<file path="config.mk">
export PLATFORM = sky130hd
export DESIGN_NAME = fetch_prefetch_queue
export DESIGN_NICKNAME = d
export VERILOG_FILES = /design/src/rtl/fetch_pkg.sv /design/src/rtl/prefetch_fifo.sv /design/src/rtl/fetch_prefetch_queue.sv
export SDC_FILE = /design/constraint.sdc
export NUM_CORES = 1
export LEC_CHECK = 0
export ABC_AREA = 1
export BUFFER_PORTS_ARGS = -buffer_cell sky130_fd_sc_hd__buf_2
export CORE_UTILIZATION = 60
export DETAILED_ROUTE_END_ITERATION = 12
export PLACE_DENSITY = 0.82
export SYNTH_ARGS = -nofsm -noshare
export SYNTH_HDL_FRONTEND = slang
export SYNTH_SLANG_ARGS = --single-unit
</file>
<file path="constraint.sdc">
create_clock -name clock -period 10.5 [get_ports clock]
set_clock_uncertainty 0.2 [all_clocks]
set_input_delay 0 -clock clock [delete_from_list [all_inputs] [get_ports clock]]
set_output_delay 0 -clock clock [all_outputs]
set_load 0.02 [all_outputs]
</file>
<file path="src/rtl/fetch_pkg.sv">
// Shared types for the instruction fetch / prefetch queue block.
//   fetch_state_t : request-tracking state of the fetch engine
//   fetch_entry_t : one prefetch entry, laid out for the default 24-bit
//                   instruction / 16-bit PC configuration
//   RESET_PC      : PC the fetch engine restarts from after reset
package fetch_pkg;

  typedef enum logic [1:0] {
    IDLE    = 2'd0,  // no request outstanding
    WAIT    = 2'd1,  // request outstanding, data will be kept
    DISCARD = 2'd2   // request outstanding, data is stale after a redirect
  } fetch_state_t;

  typedef struct packed {
    logic [23:0] instruction;
    logic [15:0] pc;
  } fetch_entry_t;

  localparam int unsigned RESET_PC = 0;

endpackage

</file>
<file path="src/rtl/prefetch_fifo.sv">
// Synchronous FIFO for the prefetch buffer.
//   clock, reset   : clock, synchronous active-low reset
//   clear          : empties the FIFO; wins over push
//   push, wrData   : write request and data (accepted at full only with pop)
//   pop            : remove head entry
//   rdData         : head entry (combinational from storage)
//   count          : current occupancy
//   full, empty    : occupancy flags
module prefetch_fifo #(
  parameter int unsigned DEPTH     = 4,
  parameter int unsigned DATAWIDTH = 40
) (
  input  logic                     clock,
  input  logic                     reset,
  input  logic                     clear,
  input  logic                     push,
  input  logic                     pop,
  input  logic [DATAWIDTH-1:0]     wrData,
  output logic [DATAWIDTH-1:0]     rdData,
  output logic [$clog2(DEPTH):0]   count,
  output logic                     full,
  output logic                     empty
);

  localparam int unsigned PtrWidth = $clog2(DEPTH);

  logic [DATAWIDTH-1:0] mem [DEPTH];
  logic [PtrWidth-1:0]  wrPtr;
  logic [PtrWidth-1:0]  rdPtr;
  logic                 doPush;
  logic                 doPop;

  assign full   = (count == ($clog2(DEPTH) + 1)'(DEPTH));
  assign empty  = (count == '0);
  // Push at full is legal only when the head leaves in the same cycle.
  assign doPush = push && (!full || pop);
  assign doPop  = pop && !empty;
  assign rdData = mem[rdPtr];

  always_ff @(posedge clock) begin
    if (!reset || clear) begin
      wrPtr <= '0;
      rdPtr <= '0;
      count <= '0;
    end else begin
      if (doPush) wrPtr <= wrPtr + PtrWidth'(1);
      if (doPop)  rdPtr <= rdPtr + PtrWidth'(1);
      count <= count + ($clog2(DEPTH) + 1)'(doPush) - ($clog2(DEPTH) + 1)'(doPop);
    end
  end

  // Storage carries no reset; only pointers and count define validity.
  always_ff @(posedge clock) begin
    if (reset && !clear && doPush) mem[wrPtr] <= wrData;
  end

endmodule

</file>
<file path="src/rtl/fetch_prefetch_queue.sv">
// Instruction fetch stage with a prefetch buffer.
//   clock, reset             : clock, synchronous active-low reset
//   takeBranch, branchTarget : redirect from Execute; flushes and restarts fetch
//   memReq, memAddr          : registered read request, held until memAck
//   memAck, memData          : read completion and returned instruction
//   instrValid, instrReady   : valid/ready towards the Fetch->Decode register
//   instruction, pc          : FIFO head entry
module fetch_prefetch_queue
  import fetch_pkg::*;
#(
  parameter int unsigned WIDTH            = 16,
  parameter int unsigned INSTRUCTIONWIDTH = 24,
  parameter int unsigned DEPTH            = 4
) (
  input  logic                        clock,
  input  logic                        reset,
  input  logic                        takeBranch,
  input  logic [WIDTH-1:0]            branchTarget,
  output logic                        memReq,
  output logic [WIDTH-1:0]            memAddr,
  input  logic                        memAck,
  input  logic [INSTRUCTIONWIDTH-1:0] memData,
  output logic                        instrValid,
  input  logic                        instrReady,
  output logic [INSTRUCTIONWIDTH-1:0] instruction,
  output logic [WIDTH-1:0]            pc
);

  localparam int unsigned CountWidth = $clog2(DEPTH) + 1;
  localparam int unsigned EntryWidth = INSTRUCTIONWIDTH + WIDTH;

  fetch_state_t          state;
  logic [WIDTH-1:0]      fetchPC;
  logic [CountWidth-1:0] count;
  logic                  fifoFull;
  logic                  fifoEmpty;
  logic [EntryWidth-1:0] headEntry;
  logic                  pushEn;
  logic                  popEn;
  logic                  issueOk;

  // A redirect clears the FIFO, so neither a push nor a pop may take effect with it.
  assign pushEn = (state == WAIT) && memAck && !takeBranch;
  assign popEn  = !fifoEmpty && instrReady && !takeBranch;

  // Room for the next request, counting this cycle's push and pop.
  assign issueOk = pushEn ? ((int'(count) - int'(popEn) + 1) < int'(DEPTH))
                          : (!fifoFull || popEn);

  prefetch_fifo #(
    .DEPTH    (DEPTH),
    .DATAWIDTH(EntryWidth)
  ) u_fifo (
    .clock (clock),
    .reset (reset),
    .clear (takeBranch),
    .push  (pushEn),
    .pop   (popEn),
    .wrData({memData, memAddr}),
    .rdData(headEntry),
    .count (count),
    .full  (fifoFull),
    .empty (fifoEmpty)
  );

  assign instrValid  = !fifoEmpty;
  assign instruction = headEntry[EntryWidth-1:WIDTH];
  assign pc          = headEntry[WIDTH-1:0];

  always_ff @(posedge clock) begin
    if (!reset) begin
      state   <= IDLE;
      fetchPC <= WIDTH'(RESET_PC);
      memReq  <= 1'b0;
      memAddr <= '0;
    end else if (takeBranch) begin
      case (state)
        IDLE: begin
          memReq  <= 1'b1;
          memAddr <= branchTarget;
          fetchPC <= branchTarget + WIDTH'(1);
          state   <= WAIT;
        end
        WAIT: begin
          if (memAck) begin
            memReq  <= 1'b1;
            memAddr <= branchTarget;
            fetchPC <= branchTarget + WIDTH'(1);
          end else begin
            // Bus must hold the old request until it is acked.
            fetchPC <= branchTarget;
            state   <= DISCARD;
          end
        end
        DISCARD: begin
          fetchPC <= branchTarget;
          if (memAck) begin
            memReq <= 1'b0;
            state  <= IDLE;
          end
        end
        default: state <= IDLE;
      endcase
    end else begin
      case (state)
        IDLE: begin
          if (issueOk) begin
            memReq  <= 1'b1;
            memAddr <= fetchPC;
            fetchPC <= fetchPC + WIDTH'(1);
            state   <= WAIT;
          end
        end
        WAIT: begin
          if (memAck) begin
            if (issueOk) begin
              memAddr <= fetchPC;
              fetchPC <= fetchPC + WIDTH'(1);
            end else begin
              memReq <= 1'b0;
              state  <= IDLE;
            end
          end
        end
        DISCARD: begin
          if (memAck) begin
            memReq <= 1'b0;
            state  <= IDLE;
          end
        end
        default: state <= IDLE;
      endcase
    end
  end

endmodule

</file>
==> flow_metrics.tcl, run 1 <==
set metrics [dict create \
    final_common_cell "edfxtp_1" \
    drive_above_1_share 0.1709 \
    vias 6921 \
    slew_violations 0 \
    relSlewSlack 0.1961 \
    status "finished clean" \
    syn_nets 921 \
    crit_required_ns 10.73 \
    place_inst 1109 \
    final_cells 1208 \
    crit_arrival_ns 3.83 \
    drcViolationCount 0 \
    timing.final.hold_violations 0 \
    synth_top_cell_area_share 0.5353 \
    hold_path_class "in2reg" \
    clk_latency_ns 0.49 \
    gp_congestion 0.9207 \
    grt_max_degree 82 \
    drv_cap 0 \
    htreeDepth 1 \
    post_cts_resized 0 \
    drtIter0Drc 575 \
    synth_area_um2 8975 \
    antenna_cells 0 \
    cts_tree "yes" \
    end_kind "register" \
    start_util 0.6152 \
    grt_first_pass_wirelength_um 32200 \
    drt-wirelength-per-cell_um 16.85 \
    yosysWarnings 0 \
    synthToLayoutAreaGrowth_pct 22.04 \
    grt_util_all_layers 0.2585 \
    fmax_ghz 0.2784 \
    whs_ns 0.07410 \
    root_buffer "clkbuf_16" \
    postSynthAreaPerCell_um2 10.44 \
    coreArea_um2 14590 \
    grt_pass1_vias 6691 \
    die_area_um2 15450 \
    seq_area_frac_synth 0.6335 \
    synthDistinctLibCells 40 \
    hpwl_um 11650 \
    cp-start-kind "input port" \
    yosysTopAreaCell "edfxtp_1" \
    grt_remaining_overflow 0 \
    fin_crit_ns 3.592 \
    hold_buffers 61 \
    die_h_um 124.3 \
    period_share 0.3421 \
    yosys-top-cells-area "edfxtp_1, dfxtp_1, o21ai_0, nor2_1, nand2_1" \
    ios 103 \
    antenna_found_initial 0 \
    port_buffers 102 \
    cts_sinks 204 \
    ir_drop_mv 0.1238 \
    synthesis.instances 860 \
    ys_ff_latch 204 \
    leakage_nw 4.169 \
    path_max_fanout 39 \
    final_nets 1070 \
    rsz0062_at_grt "no" \
    die_x_um 124.3 \
    core.rowCount 44 \
    fin_util 0.7508 \
    layout_common_cells "edfxtp_1, nor2_1, o21ai_0" \
    fill_cells 901 \
    p_per_area_nw_per_um2 200.5 \
    tns_ns 0 \
    setup_viol 0 \
    drtAntennaViolNets 0 \
    viasPerCell 5.729 \
    tightest_slew_ns 1.205 \
    cts_buffers 21 \
    wl_um 20360 \
    dr.pass1.iters 5 \
    postCtsSetupBuffers 0 \
    clk_pin_slew_worst_paths_ns 0.07 \
    power_w 0.002196 \
    path_class "in2reg" \
    cts.path.max_buffers 3 \
]
## worst max-delay path, stage by stage
cell and delay (ns):
dlygate4sd3_1 0.52, buf_2 0.52, inv_2 0.46, nand2_4 0.17
a21oi_1 0.05, ha_1 0.19, ha_1 0.27, nor2_1 0.04
nor2_1 0.11, nand3_2 0.10, nand3_2 0.12, nand2_2 0.19
inv_4 0.26, o21ai_1 0.11, a21oi_1 0.15, dlygate4sd3_1 0.55
## power breakdown
| part | switching [W] | internal (W) | total, W | leakage, nW |
|---|---|---|---|---|
| registers | 0.0000673 | 0.000950 | 0.00102 | 1.81 |
| clock network | 0.000290 | 0.000525 | 0.000816 | 0.368 |
| logic | 0.000232 | 0.000132 | 0.000364 | 1.99 |
| total | 0.000589 | 0.00161 | 0.00220 | 4.17 |
## registers in the layout, summed over array words and instances, names as in the netlist, named ones only
| register | cells |
|---|---|
| u_fifo.mem | 160 |
| fetchPC | 16 |
| memAddr | 16 |
| u_fifo.count | 3 |
| state | 2 |
| u_fifo.rdPtr | 2 |
| u_fifo.wrPtr | 2 |
| memReq | 1 |
## area by class of cell
type                    count  area [um^2]  area share
repair buffers            170         1174      0.1072
multi-input cells         553         2869      0.2619
flip-flops and latches    204         5687      0.5192
inverters                  59        226.5     0.02068
clock inverters             9        201.4     0.01839
clock buffers              29        565.5     0.05163
well taps                 184        230.2     0.02102
## cell usage after synthesis
cell type,n
a211oi_1,1
nor3_1,6
nor2_4,2
or2_2,1
inv_1,53
nand3b_1,1
a21oi_1,50
clkbuf_2,1
o22ai_1,40
xnor2_1,2
or2_0,1
a21oi_2,1
buf_2,7
fa_1,1
clkbuf_1,29
o21ai_1,16
nor2_2,4
a31oi_1,6
o21ai_0,124
nand4_1,8
o21bai_1,1
inv_4,2
nor2_1,131
o21ai_2,2
buf_6,6
nand2_4,2
ha_1,15
dfxtp_1,44
a22oi_1,1
inv_2,2
nand3_1,23
xor2_1,9
edfxtp_1,160
nor3_2,1
clkinv_1,2
nand2_1,92
o211ai_2,1
nand2_2,2
buf_4,1
nand3_2,9
## metrics by stage
| step | setup WS, ns | cell area [um^2] |
|---|---|---|
| 2_1_floorplan | 7.080 | 8975 |
| 3_3_place_gp | 7.577 | 9575 |
| 3_5_place_dp | 7.527 | 9575 |
| 4_1_cts | 6.986 | 10950 |
| 5_1_grt | 6.688 | 10950 |
| 6_report | 6.908 | 10950 |
## routing by layer
| metal | share of wire | track usage | up-vias | routed length (um) |
|---|---|---|---|---|
| li1 | - | - | 3331 | - |
| met4 | 0.023 | 0.09355 | 0 | 462 |
| met2 | 0.50 | 0.4462 | 328 | 10170 |
| met3 | 0.073 | 0.03222 | 42 | 1487 |
| met5 | 0 | 0 | - | 0 |
| met1 | 0.40 | 0.3361 | 3220 | 8237 |
## path summary, 6_finish.rpt
path / start / endpoint / slack (ns) / depth (start not counted)
max: takeBranch / fetchPC[7] / 6.91 / 16
max reg2reg: state[1] / fetchPC[15] / 7.38 / 12
min reg2reg: u_fifo.rdPtr[1] / register / 0.27 / 2
min: memData[23] / u_fifo.mem[0][39] / 0.07 / 2
## kinds of logic (layout without fill, tap and decap cells)
family | Yosys count | after routing | share of synthesized area
and+or+nand+nor | 283 | 283 | 0.1376
AOI/OAI and AO/OA | 243 | 243 | 0.1449
DFF | 204 | 204 | 0.6335
buffers and inverters | 103 | 267 | 0.05019
adders and majority gates | 16 | 16 | 0.02314
xor gates and xnor gates | 11 | 11 | 0.01074
(Power assumes the default switching activity.)
==> inputs of run 2 (changes only) <==
- ABC_AREA: 1 -> 0
- CORE_UTILIZATION: 60 -> 52
- PLACE_DENSITY: 0.82 -> 0.75
- clock period: 10.5 -> 3.1 ns (I/O delays scaled with it)
==> flow_metrics.tcl, run 2 <==
set metrics [dict create \
    drtAntennaViolNets 0 \
    fmax_ghz 0.3370 \
    vias 5698 \
    grt_util_all_layers 0.2140 \
    p_per_area_nw_per_um2 593.1 \
    synth_edf_count 160 \
    syn_nets 647 \
    status "finished clean" \
    relSlewSlack 0.2687 \
    tightest_slew_ns 1.097 \
    ir_drop_mv 0.3279 \
    yosys-top-cells-area "edfxtp_1, mux4_2, dfxtp_1, nor2_1, ha_1" \
    die_h_um 131.4 \
    largest_register_ffs 160 \
    hold_path_class "in2reg" \
    grt_first_pass_wirelength_um 29010 \
    die_area_um2 17260 \
    end_kind "register" \
    cts_tree "yes" \
    hold_depth 5 \
    viasPerCell 5.874 \
    synth_common_cells "edfxtp_1, nor2_1, dfxtp_1, mux4_2, nand2_1" \
    start_util 0.5400 \
    hpwl_um 11520 \
    fin_crit_ns 2.967 \
    grt_max_degree 51 \
    synth_flop_cell "edfxtp_1" \
    drv_cap 0 \
    antenna_cells 0 \
    die_x_um 131.4 \
    drive_above_1_share 0.2706 \
    setup_viol 0 \
    core.rowCount 46 \
    synthDistinctLibCells 63 \
    async_flop_share 0 \
    seq_area_frac_synth 0.6533 \
    yosysWarnings 0 \
    drcViolationCount 0 \
    drtIter0Drc 409 \
    postSynthAreaPerCell_um2 14.85 \
    crit_arrival_ns 3.19 \
    ios 103 \
    clk_latency_ns 0.48 \
    r2r_cells 12 \
    path_class "reg2reg" \
    crit_required_ns 3.32 \
    synth_top_cell_area_share 0.5521 \
    path_max_fanout 16 \
    coreArea_um2 16120 \
    yosysMostFrequentCell "edfxtp_1" \
    layout_common_cells "edfxtp_1, buf_2, nor2_1" \
    antenna_found_initial 0 \
    synthesis.instances 586 \
    synth_area_um2 8702 \
    grt_remaining_overflow 0 \
    rr_endpoint "memAddr[14]" \
    final_nets 801 \
    min_from "takeBranch" \
    htreeDepth 1 \
    cts_sinks 204 \
    slew_violations 0 \
    root_buffer "clkbuf_16" \
    port_buffers 102 \
    regMostFlops "u_fifo.mem" \
    wl_um 18640 \
    tns_ns 0 \
    rsz0062_at_grt "yes" \
    reg_top3 "u_fifo.mem (160), fetchPC (16), memAddr (16)" \
    synthToLayoutAreaGrowth_pct 22.30 \
    dr.pass1.iters 6 \
    yosysTopAreaCell "edfxtp_1" \
    leakage_nw 3.775 \
    final_common_cell "edfxtp_1" \
    fin_util 0.6604 \
    timing.final.hold_violations 0 \
    cp-start-kind "register" \
    clk_pin_slew_worst_paths_ns 0.06 \
    worstReg2RegStart "u_fifo.count[1]" \
    rrSetupSlack_ns 0.13 \
    cts_buffers 21 \
    gp_congestion 0.9664 \
    ys_ff_latch 204 \
    period_share 0.9572 \
    cts.path.max_buffers 3 \
    hold_end "u_fifo.rdPtr[0]" \
    drt-wirelength-per-cell_um 19.22 \
    power_w 0.006312 \
    grt_pass1_vias 5510 \
]
run 2: cell types whose count changed in the layout (fill, tap and decap cells not counted), moves of 14 or more:
cell,change
o21ai_1,-15
mux4_2,+40
a211oi_1,+18
inv_1,-40
mux2i_1,+16
o21ai_0,-109
o22ai_1,-39
nand2_1,-64
a21oi_1,-28
dlygate4sd3_1,-14
nor2_1,-77
run 2: layer usage:
metal	share of wire	up-vias	wire, um	track usage
li1	-	2633	-	-
met1	0.41	2794	7607	0.2805
met2	0.50	247	9375	0.3685
met3	0.074	24	1381	0.04128
met4	0.015	0	276	0.05168
met5	0	-	0	0
run 2: critical path: stages, from the launching register on:
cell           delay (ns)
dfxtp_1              0.35
nor2_2               0.15
a21oi_1              0.08
ha_1                 0.18
ha_1                 0.19
xor2_1               0.20
o31ai_4              0.33
a21oi_2              0.08
a21oi_4              0.17
buf_12               0.16
nor2_1               0.04
a211oi_1             0.19
dlygate4sd3_1        0.58
run 2: logic make-up after synthesis:
logic type	after synthesis	share of synthesized area
xor+xnor	6	0.006040
fa+ha+maj	16	0.02387
buf+inv	47	0.02286
flops	204	0.6533
mux	56	0.1219
compound gates	111	0.09116
simple gates	146	0.08081
run 2: worst max-delay path by stage:
stage / from / end / slack [ns] / depth (start not counted)
floorplan: state[1] / u_fifo.mem[2][0] / 0.16 / 7
global placement: state[1] / u_fifo.count[2] / 0.64 / 9
detailed placement: state[1] / u_fifo.count[2] / 0.55 / 9
CTS: u_fifo.count[1] / memAddr[15] / 0.04 / 12
global route: u_fifo.count[1] / memAddr[14] / -0.02 / 12
finish: u_fifo.count[1] / memAddr[14] / 0.13 / 12
run 2: repair_timing:
item                                   CTS  global route
setup endpoints to repair                0             3
resized for setup                        0             6
hold buffers                            47             0
buffers inserted                         0             1
endpoints found under the hold margin  140             0
run 2: stage by stage:
step | hold WS [ns] | instances | setup WS, ns | area, um^2
3_3_place_gp | 0.01295 | 884 | 0.6423 | 9492
6_report | 0.01554 | 970 | 0.1328 | 10640
3_5_place_dp | 0.01956 | 884 | 0.5491 | 9492
5_1_grt | 0.04614 | 970 | -0.02405 | 10640
4_1_cts | 0.001611 | 968 | 0.04457 | 10590
2_1_floorplan | -0.1011 | 586 | 0.1618 | 8702
run 2: area by class of cell:
cell class	count	area, um^2
Sequential cell	204	5688
Timing Repair Buffer	164	1174
Clock buffer	27	548.0
Inverter	14	52.55
Clock inverter	10	77.57
Tap cell	216	270.3
Multi-Input combinational cell	335	2833
Fill cell	1134	5473
run 2: power by group:
group | switching (W) | internal (W)
clock | 0.000962 | 0.00133
sequential | 0.000124 | 0.00309
combinational | 0.000465 | 0.000337
